File: src/rtl/irq_controller.sv
// 16-source interrupt controller: pending/enable/group-priority registers, arbitration vs cpu_level, frozen req/ack handshake.
// Latency: strobe on ce edge k -> irq_req after k+1; no backpressure, the CPU paces via irq_ack.
module irq_controller #(
  parameter logic [23:0] IRQ_PRI = 24'h2020,
  parameter logic [23:0] IRQ_ENA = 24'h2023,
  parameter logic [23:0] IRQ_ACT = 24'h2027
) (
  input  logic        clk,
  input  logic        reset,
  input  logic        clk_ce_cpu,
  input  logic        bus_write,
  input  logic        bus_read,
  input  logic [23:0] bus_address_in,
  input  logic [7:0]  bus_data_in,
  output logic [7:0]  bus_data_out,
  input  logic [15:0] irq_in,
  input  logic [1:0]  cpu_level,
  input  logic        irq_ack,
  output logic        irq_req,
  output logic [3:0]  irq_vector,
  output logic [1:0]  irq_level
);

  typedef enum logic [1:0] {S_IDLE, S_REQ, S_HOLD} state_t;

  state_t      r_state, w_state_nxt;
  logic [7:0]  r_pri;
  logic [15:0] r_ena, r_pend;
  logic [3:0]  r_vector, w_vector_nxt;
  logic [1:0]  r_level, w_level_nxt;
  logic [15:0] w_elig, w_clr;
  logic        w_any;
  logic [3:0]  w_win_idx;
  logic [1:0]  w_win_pri;
  logic        w_wr_pri, w_wr_ena_l, w_wr_ena_h, w_wr_act_l, w_wr_act_h;
  logic        w_unused_rd;

  assign w_unused_rd = bus_read;

  assign w_wr_pri   = bus_write && (bus_address_in == IRQ_PRI);
  assign w_wr_ena_l = bus_write && (bus_address_in == IRQ_ENA);
  assign w_wr_ena_h = bus_write && (bus_address_in == IRQ_ENA + 24'd1);
  assign w_wr_act_l = bus_write && (bus_address_in == IRQ_ACT);
  assign w_wr_act_h = bus_write && (bus_address_in == IRQ_ACT + 24'd1);

  assign w_clr = {(w_wr_act_h ? bus_data_in : 8'h00), (w_wr_act_l ? bus_data_in : 8'h00)};

  always_ff @(posedge clk) begin
    if (reset) begin
      r_pri  <= 8'h00;
      r_ena  <= 16'h0000;
      r_pend <= 16'h0000;
    end else if (clk_ce_cpu) begin
      if (w_wr_pri)   r_pri       <= bus_data_in;
      if (w_wr_ena_l) r_ena[7:0]  <= bus_data_in;
      if (w_wr_ena_h) r_ena[15:8] <= bus_data_in;
      // OR-ing the strobe after the clear makes a simultaneous set win
      r_pend <= (r_pend & ~w_clr) | irq_in;
    end
  end

  always_comb begin
    for (int i = 0; i < 16; i++) begin
      w_elig[i] = r_pend[i] && r_ena[i] && (r_pri[2*(i/4) +: 2] > cpu_level);
    end
  end

  // Descending scan with >= lets lower indices win ties within and across groups
  always_comb begin
    w_any     = 1'b0;
    w_win_idx = 4'd0;
    w_win_pri = 2'd0;
    for (int i = 15; i >= 0; i--) begin
      if (w_elig[i] && (r_pri[2*(i/4) +: 2] >= w_win_pri)) begin
        w_any     = 1'b1;
        w_win_idx = 4'(i);
        w_win_pri = r_pri[2*(i/4) +: 2];
      end
    end
  end

  always_ff @(posedge clk) begin
    if (reset) begin
      r_state  <= S_IDLE;
      r_vector <= 4'd0;
      r_level  <= 2'd0;
    end else if (clk_ce_cpu) begin
      r_state  <= w_state_nxt;
      r_vector <= w_vector_nxt;
      r_level  <= w_level_nxt;
    end
  end

  always_comb begin
    w_state_nxt  = r_state;
    w_vector_nxt = r_vector;
    w_level_nxt  = r_level;
    case (r_state)
      S_IDLE: begin
        if (w_any) begin
          w_state_nxt  = S_REQ;
          w_vector_nxt = w_win_idx;
          w_level_nxt  = w_win_pri;
        end
      end
      S_REQ: begin
        if (irq_ack)                w_state_nxt = S_HOLD;
        else if (!w_elig[r_vector]) w_state_nxt = S_IDLE;
      end
      S_HOLD:  w_state_nxt = S_IDLE;
      default: w_state_nxt = S_IDLE;
    endcase
  end

  assign irq_req    = (r_state == S_REQ);
  assign irq_vector = r_vector;
  assign irq_level  = r_level;

  always_comb begin
    bus_data_out = 8'h00;
    if (bus_address_in == IRQ_PRI)              bus_data_out = r_pri;
    else if (bus_address_in == IRQ_ENA)         bus_data_out = r_ena[7:0];
    else if (bus_address_in == IRQ_ENA + 24'd1) bus_data_out = r_ena[15:8];
    else if (bus_address_in == IRQ_ACT)         bus_data_out = r_pend[7:0];
    else if (bus_address_in == IRQ_ACT + 24'd1) bus_data_out = r_pend[15:8];
  end

endmodule

File: config.mk
export PLATFORM = sky130hd
export DESIGN_NAME = irq_controller
export DESIGN_NICKNAME = d
export VERILOG_FILES = /design/src/rtl/irq_controller.sv
export SDC_FILE = /design/constraint.sdc
export NUM_CORES = 1
export LEC_CHECK = 0
export ABC_AREA = 1
export CORE_MARGIN = 2
export CORE_UTILIZATION = 45
export CTS_CLUSTER_SIZE = 30
export DETAILED_ROUTE_END_ITERATION = 7
export DONT_BUFFER_PORTS = 1
export SLEW_MARGIN = 20
export SYNTH_ARGS = -nofsm -noshare
export SYNTH_HDL_FRONTEND = slang
export SYNTH_SLANG_ARGS = --single-unit
File: constraint.sdc
create_clock -name clk -period 17.2 [get_ports clk]
set_input_delay 3.44 -clock clk [delete_from_list [all_inputs] [get_ports clk]]
set_output_delay 3.44 -clock clk [all_outputs]
set_load 0.005 [all_outputs]
-- Word level (Yosys, flattened, before mapping)
Cells that the tools add are included.
- flip-flop bits (word level): 48
- bits of input ports: 56
- output and inout port bits: 15
- word-level logic and storage cells: 159
- order comparisons: 21
- eq/ne operators: 8
- muxes and demuxes: 61
- bitwise gates (word level): 3
- reductions and logical operators: 59
- operator list (cell ; number):
    == test 24 x 14 -> 1 bit, second input constant ; 5
    two-way mux 4 bit ; 16
    two-way mux 8 bit ; 7
    logical AND 1 bit ; 53
    two-way mux 2 bit ; 19
    >= comparator 2 bit ; 15
    two-way mux 1 bit ; 17
    AND 16 bit ; 1
    NOT 16 bit ; 1
    bitwise OR 16 bit ; 1
    greater-than comparator 2 bit ; 4
    AND reduction 2 bit ; 3
    AND reduction 3 bit ; 2
    < comparator 4 x 5 -> 1 bit, second input constant ; 1
    binary-select mux 1 bit (select 4 bit) ; 1
    case mux 2 bit (2 select lines) ; 1
    != test 3 bit, second input constant ; 1
    == test 2 x 1 -> 1 bit, second input constant ; 1
    >= comparator 2 x 1 -> 1 bit, second input constant ; 1
    zero test 2 bit ; 1
    != test 2 bit, second input constant ; 1

-- Logic depth before layout (Yosys ltp)
- word-level depth: 51
- mapped depth: 121
- depth with buffers taken out: 120

-- Worst setup path after synthesis
No wires, ideal clock.
- path type: input-to-reg
- start point: input port cpu_level[1]
- end point: register r_vector[0] (netlist: irq_vector[0])
- setup time: 0.125 ns
- arrival time: 15.078 ns
- data required time: 17.075 ns
- path slack: 1.996 ns
- stages: 108
- path buffers: 1
- cells stage by stage: inv_1 -> ha_1 -> nand2_1 -> inv_1 -> a21oi_2 -> o21ai_2 -> nor2_1 -> ha_1 -> nor2_1 -> a21o_2 -> a21oi_1 -> ha_1 -> nor2_1 -> nand2_4 -> a21oi_1 -> nor2_1 -> ha_1 -> nor2_1 -> [... 72 more ...] -> nand2_1 -> o21ai_1 -> nand2_2 -> inv_1 -> nand2_1 -> and2_1 -> ha_1 -> o21ai_0 -> a21oi_1 -> inv_1 -> nand4_1 -> nor2_2 -> nand3_2 -> nand2_2 -> buf_6 -> nand2_2 -> o21ai_2 -> nor2_2
- cells in the longest elaborated chain, start to end: 50
- elaborated cells between the ends (all ways): 99
- those cells by class: 19 x order compare; 47 x mux; 33 x reduce/logical
- RTL lines (element ; RTL line ; source):
    start: declaration ; 17 ; input logic [1:0] cpu_level,
    greater-than comparator 2 bit ; 64 ; w_elig[i] = r_pend[i] && r_ena[i] && (r_pri[2*(i/4) +: 2] > cpu_level);
    logical AND 1 bit ; 64 ;
    logical AND 1 bit ; 74 ; if (w_elig[i] && (r_pri[2*(i/4) +: 2] >= w_win_pri)) begin
    two-way mux 2 bit ; 74 ;
    >= comparator 2 bit ; 74 ;
    logical AND 1 bit ; 74 ;
    two-way mux 2 bit ; 74 ;
    >= comparator 2 bit ; 74 ;
    [... 34 more ...] ; -- ;
    two-way mux 2 bit ; 74 ;
    >= comparator 2 bit ; 74 ;
    logical AND 1 bit ; 74 ;
    two-way mux 2 bit ; 74 ;
    >= comparator 2 bit ; 74 ;
    logical AND 1 bit ; 74 ;
    two-way mux 1 bit ; 74 ;
    AND reduction 3 bit (no line) ; -- ;
    end signal: assignment ; 89 ; r_vector <= w_vector_nxt;
    end: declaration ; 29 ; logic [3:0] r_vector, w_vector_nxt;
Several ways; a longest one is shown, not always the timed one.
A chain may end at the register's enable or synchronous reset.

-- Final worst setup path
- start point: input port cpu_level[1]
- end point: register r_level[0] (netlist: irq_level[0])
- cells in the longest elaborated chain, start to end: 50
- elaborated cells between the ends (all ways): 84
- those cells by class: 19 x order compare; 32 x mux; 33 x reduce/logical
- RTL lines (element ; RTL line ; source):
    greater-than comparator 2 bit ; 64 ;
    logical AND 1 bit ; 64 ;
    logical AND 1 bit ; 74 ;
    two-way mux 2 bit ; 74 ;
    >= comparator 2 bit ; 74 ;
    logical AND 1 bit ; 74 ;
    two-way mux 2 bit ; 74 ;
    >= comparator 2 bit ; 74 ;
    [... 34 more ...] ; -- ;
    two-way mux 2 bit ; 74 ;
    >= comparator 2 bit ; 74 ;
    logical AND 1 bit ; 74 ;
    two-way mux 2 bit ; 74 ;
    >= comparator 2 bit ; 74 ;
    logical AND 1 bit ; 74 ;
    two-way mux 1 bit ; 74 ;
    AND reduction 3 bit (no line) ; -- ;
    end signal: assignment ; 90 ; r_level <= w_level_nxt;
    end: declaration ; 30 ; logic [1:0] r_level, w_level_nxt;
Several ways; a longest one is shown, not always the timed one.

==> impl_metrics.py <==
metrics = {
    "outcome": {
        "outcome": "finished clean",
    },
    "worst_hold_path": {
        "worstHoldPathType": "flop to flop",
        "whs_path_depth": 2,
    },
    "route": {
        "wire_per_inst_um": 15.02,
        "drc": 0,
        "drt_pass1_iterations": 4,
        "ant_nets": 0,
        "vias": 3882,
        "viasPerCell": 5.514,
        "wirelength_um": 10570,
        "drt_iter0_markers": 152,
    },
    "run": {
        "cap_violations": 0,
    },
    "worst_setup_path": {
        "path_delay_family": "simple AND/OR/NAND/NOR gates",
        "crit_buf_inv": 14,
        "crit_path_max_incr_delay_ns": 0.32,
        "crit_top_cell": "nand2_1",
        "critical_path_depth": 109,
        "cp-end-kind": "flop",
        "critPathSlowestCell": "ha_1",
        "start_kind": "input port",
        "rr_worst_depth": 108,
        "critPathRequiredTime_ns": 17.41,
        "path_class": "input port to flop",
        "worstPathMaxFanout": 7,
        "arrival_ns": 16.10,
    },
    "synth": {
        "ys_seq_area_frac": 0.2499,
        "syn_nets": 675,
        "synthCells": 596,
        "yosys_warnings": 0,
        "synth-seq-cells": 48,
        "async_flop_share": 0,
        "synth_top_area_share": 0.2499,
        "netlist_top_cells_area": "dfxtp_1, nand2_1, inv_1",
        "syn_area_um2": 3845,
        "syn_avg_cell_area_um2": 6.451,
        "synth_area_leader_cell": "dfxtp_1",
        "yosysUniqueCellTypes": 43,
        "yosys_most_used_dff": "dfxtp_1",
        "synth_edf_count": 0,
    },
    "placement": {
        "place_ws_ns": 0.2683,
        "dp_hpwl_um": 8419,
        "gp_congestion": 0.8714,
        "portBuffers": 0,
    },
    "cts": {
        "cts_hold_buf": 0,
        "cts.path.max_buffers": 2,
        "cts_made_buffers": 5,
        "clk_latency_ns": 0.30,
        "cts.sinks": 48,
        "path_clk_slew_ns": 0.09,
        "htree_levels": 2,
        "cts_tree": "built",
        "cts_root_buffer": "clkbuf_8",
    },
    "grt": {
        "gr-total-overflow": 0,
        "grt_start_max_net_pins": 30,
        "grt_pass1_vias": 3630,
        "grt_pass1_wl_um": 17420,
        "antenna_found_initial": 0,
        "grt_use_total": 0.2380,
    },
    "floorplanning": {
        "die_h_um": 96.44,
        "rows": 33,
        "ios": 71,
        "dieArea_um2": 9300,
        "initial_utilization": 0.4656,
        "core_area_um2": 8258,
        "die_x_um": 96.44,
    },
    "layout": {
        "fin_nets": 677,
        "fillers": 890,
        "multiInputGateArea_um2": 2556,
        "seq_area_um2": 960.9,
        "area_growth_pct": 7.680,
        "antenna_cells": 0,
        "fin_util": 0.5014,
        "layout-drive-gt1-share": 0.1285,
    },
    "sta": {
        "finalSetupViolations": 0,
        "skew_ns": 0.006478,
        "finalCritPeriodShare": 0.9239,
        "hold_viol": 0,
        "whs_ns": 0.4886,
        "fmax_mhz": 62.93,
        "worstMarginPinSlew_ns": 0.9897,
        "worst_slack_ns": 1.309,
        "period_needed_ns": 15.89,
        "max_slew_margin": 0.3351,
        "drv_slew": 0,
    },
    "power": {
        "p_per_area_nw_per_um2": 48.00,
        "p_leak_nw": 1.817,
        "ir_drop_v": 0.00004576,
    },
}
==> kinds of logic after synthesis <==
group / after synthesis / synth area share
compound gates: 151 / 0.2229
flops: 48 / 0.2499
fa+ha+maj: 23 / 0.07485
buf+inv: 102 / 0.1045
simple gates: 272 / 0.3479
==> sequential cells by signal (all words and copies together), names as in the netlist <==
signal / flops
irq_level: 2
r_state: 2
irq_vector: 4
r_pend: 16
r_ena: 16
r_pri: 8
==> worst register-to-register path, delay by kind of cell, from the launching register on <==
kind | cells | cell delay, ns
AND/OR/NAND/NOR | 62 | 5.54
adder cells (fa/ha/maj) | 15 | 4.03
AO/OA/AOI/OAI | 18 | 2.12
flip-flops | 1 | 0.52
buffers and inverters | 13 | 0.81
==> cells in the mapped netlist, drive strengths merged (3+ instances only) <==
cell / instances
nand2: 148
nor4: 4
nand3b: 4
clkbuf: 10
nand4: 8
nor3: 8
nor2: 44
dfxtp: 48
or4: 3
ha: 23
buf: 4
a21oi: 65
o211ai: 7
o21ai: 62
a41oi: 5
inv: 88
nand3: 50
==> routing by layer <==
| layer | global-route usage | routed length (µm) |
|---|---|---|
| met1 | 0.3166 | 4935 |
| met2 | 0.4057 | 4907 |
| met3 | 0.03724 | 599 |
| met4 | 0.05516 | 130 |
| met5 | 0 | 0 |
==> layout by cell type (no fill, tap or decap), drive strengths merged, types with 4 or more instances in the layout <==
| master | n |
|---|---|
| a21oi | 65 |
| a41oi | 5 |
| dfxtp | 48 |
| o211ai | 7 |
| buf | 8 |
| nor4 | 4 |
| nor2 | 44 |
| inv | 87 |
| nand2 | 149 |
| nor3 | 8 |
| ha | 23 |
| nand3 | 50 |
| nand4 | 8 |
| clkbuf | 6 |
| o21ai | 62 |
| nand3b | 4 |
==> cell type report <==
class | count | area share
sequential | 48 | 0.2321
clock buffer | 6 | 0.01995
inverter | 88 | 0.08069
multi-input combinational | 447 | 0.6174
timing repair buffer | 8 | 0.01451
tap | 105 | 0.03173
clock inverter | 2 | 0.003626
==> where the power goes <==
part	leakage, nW	internal, mW	switching (mW)
Sequential	0.390	0.114	0.00213
Clock	0.0434	0.0326	0.0396
Combinational	1.38	0.00386	0.00686
==> repair_timing <==
action,CTS,global route
setup endpoints to repair,0,8
resized for setup,0,18
setup buffers,0,7
==> metrics by stage <==
| step | instance area [µm²] | instances | setup TNS, ns | power (mW) |
|---|---|---|---|---|
| 2_1_floorplan | 3845 | 596 | 0 | 0.1274 |
| 3_5_place_dp | 3913 | 688 | 0 | 0.1287 |
| 4_1_cts | 4010 | 696 | 0 | 0.2004 |
| 3_3_place_gp | 3913 | 688 | 0 | 0.1284 |
| 6_report | 4140 | 704 | 0 | 0.1987 |
| 5_1_grt | 4140 | 704 | -0.03599 | 0.2070 |
==> worst paths after layout <==
kind | slack [ns] | startpoint | to
setup / recovery | 1.31 | cpu_level[1] | irq_level[0]
hold / removal | 0.49 | r_pend[12] | r_pend[12]
setup reg to reg | 4.05 | r_pri[7] | irq_level[0]
hold reg to reg | 0.49 | r_pend[12] | r_pend[12]
Note: power is estimated with default switching activity, not from simulation.
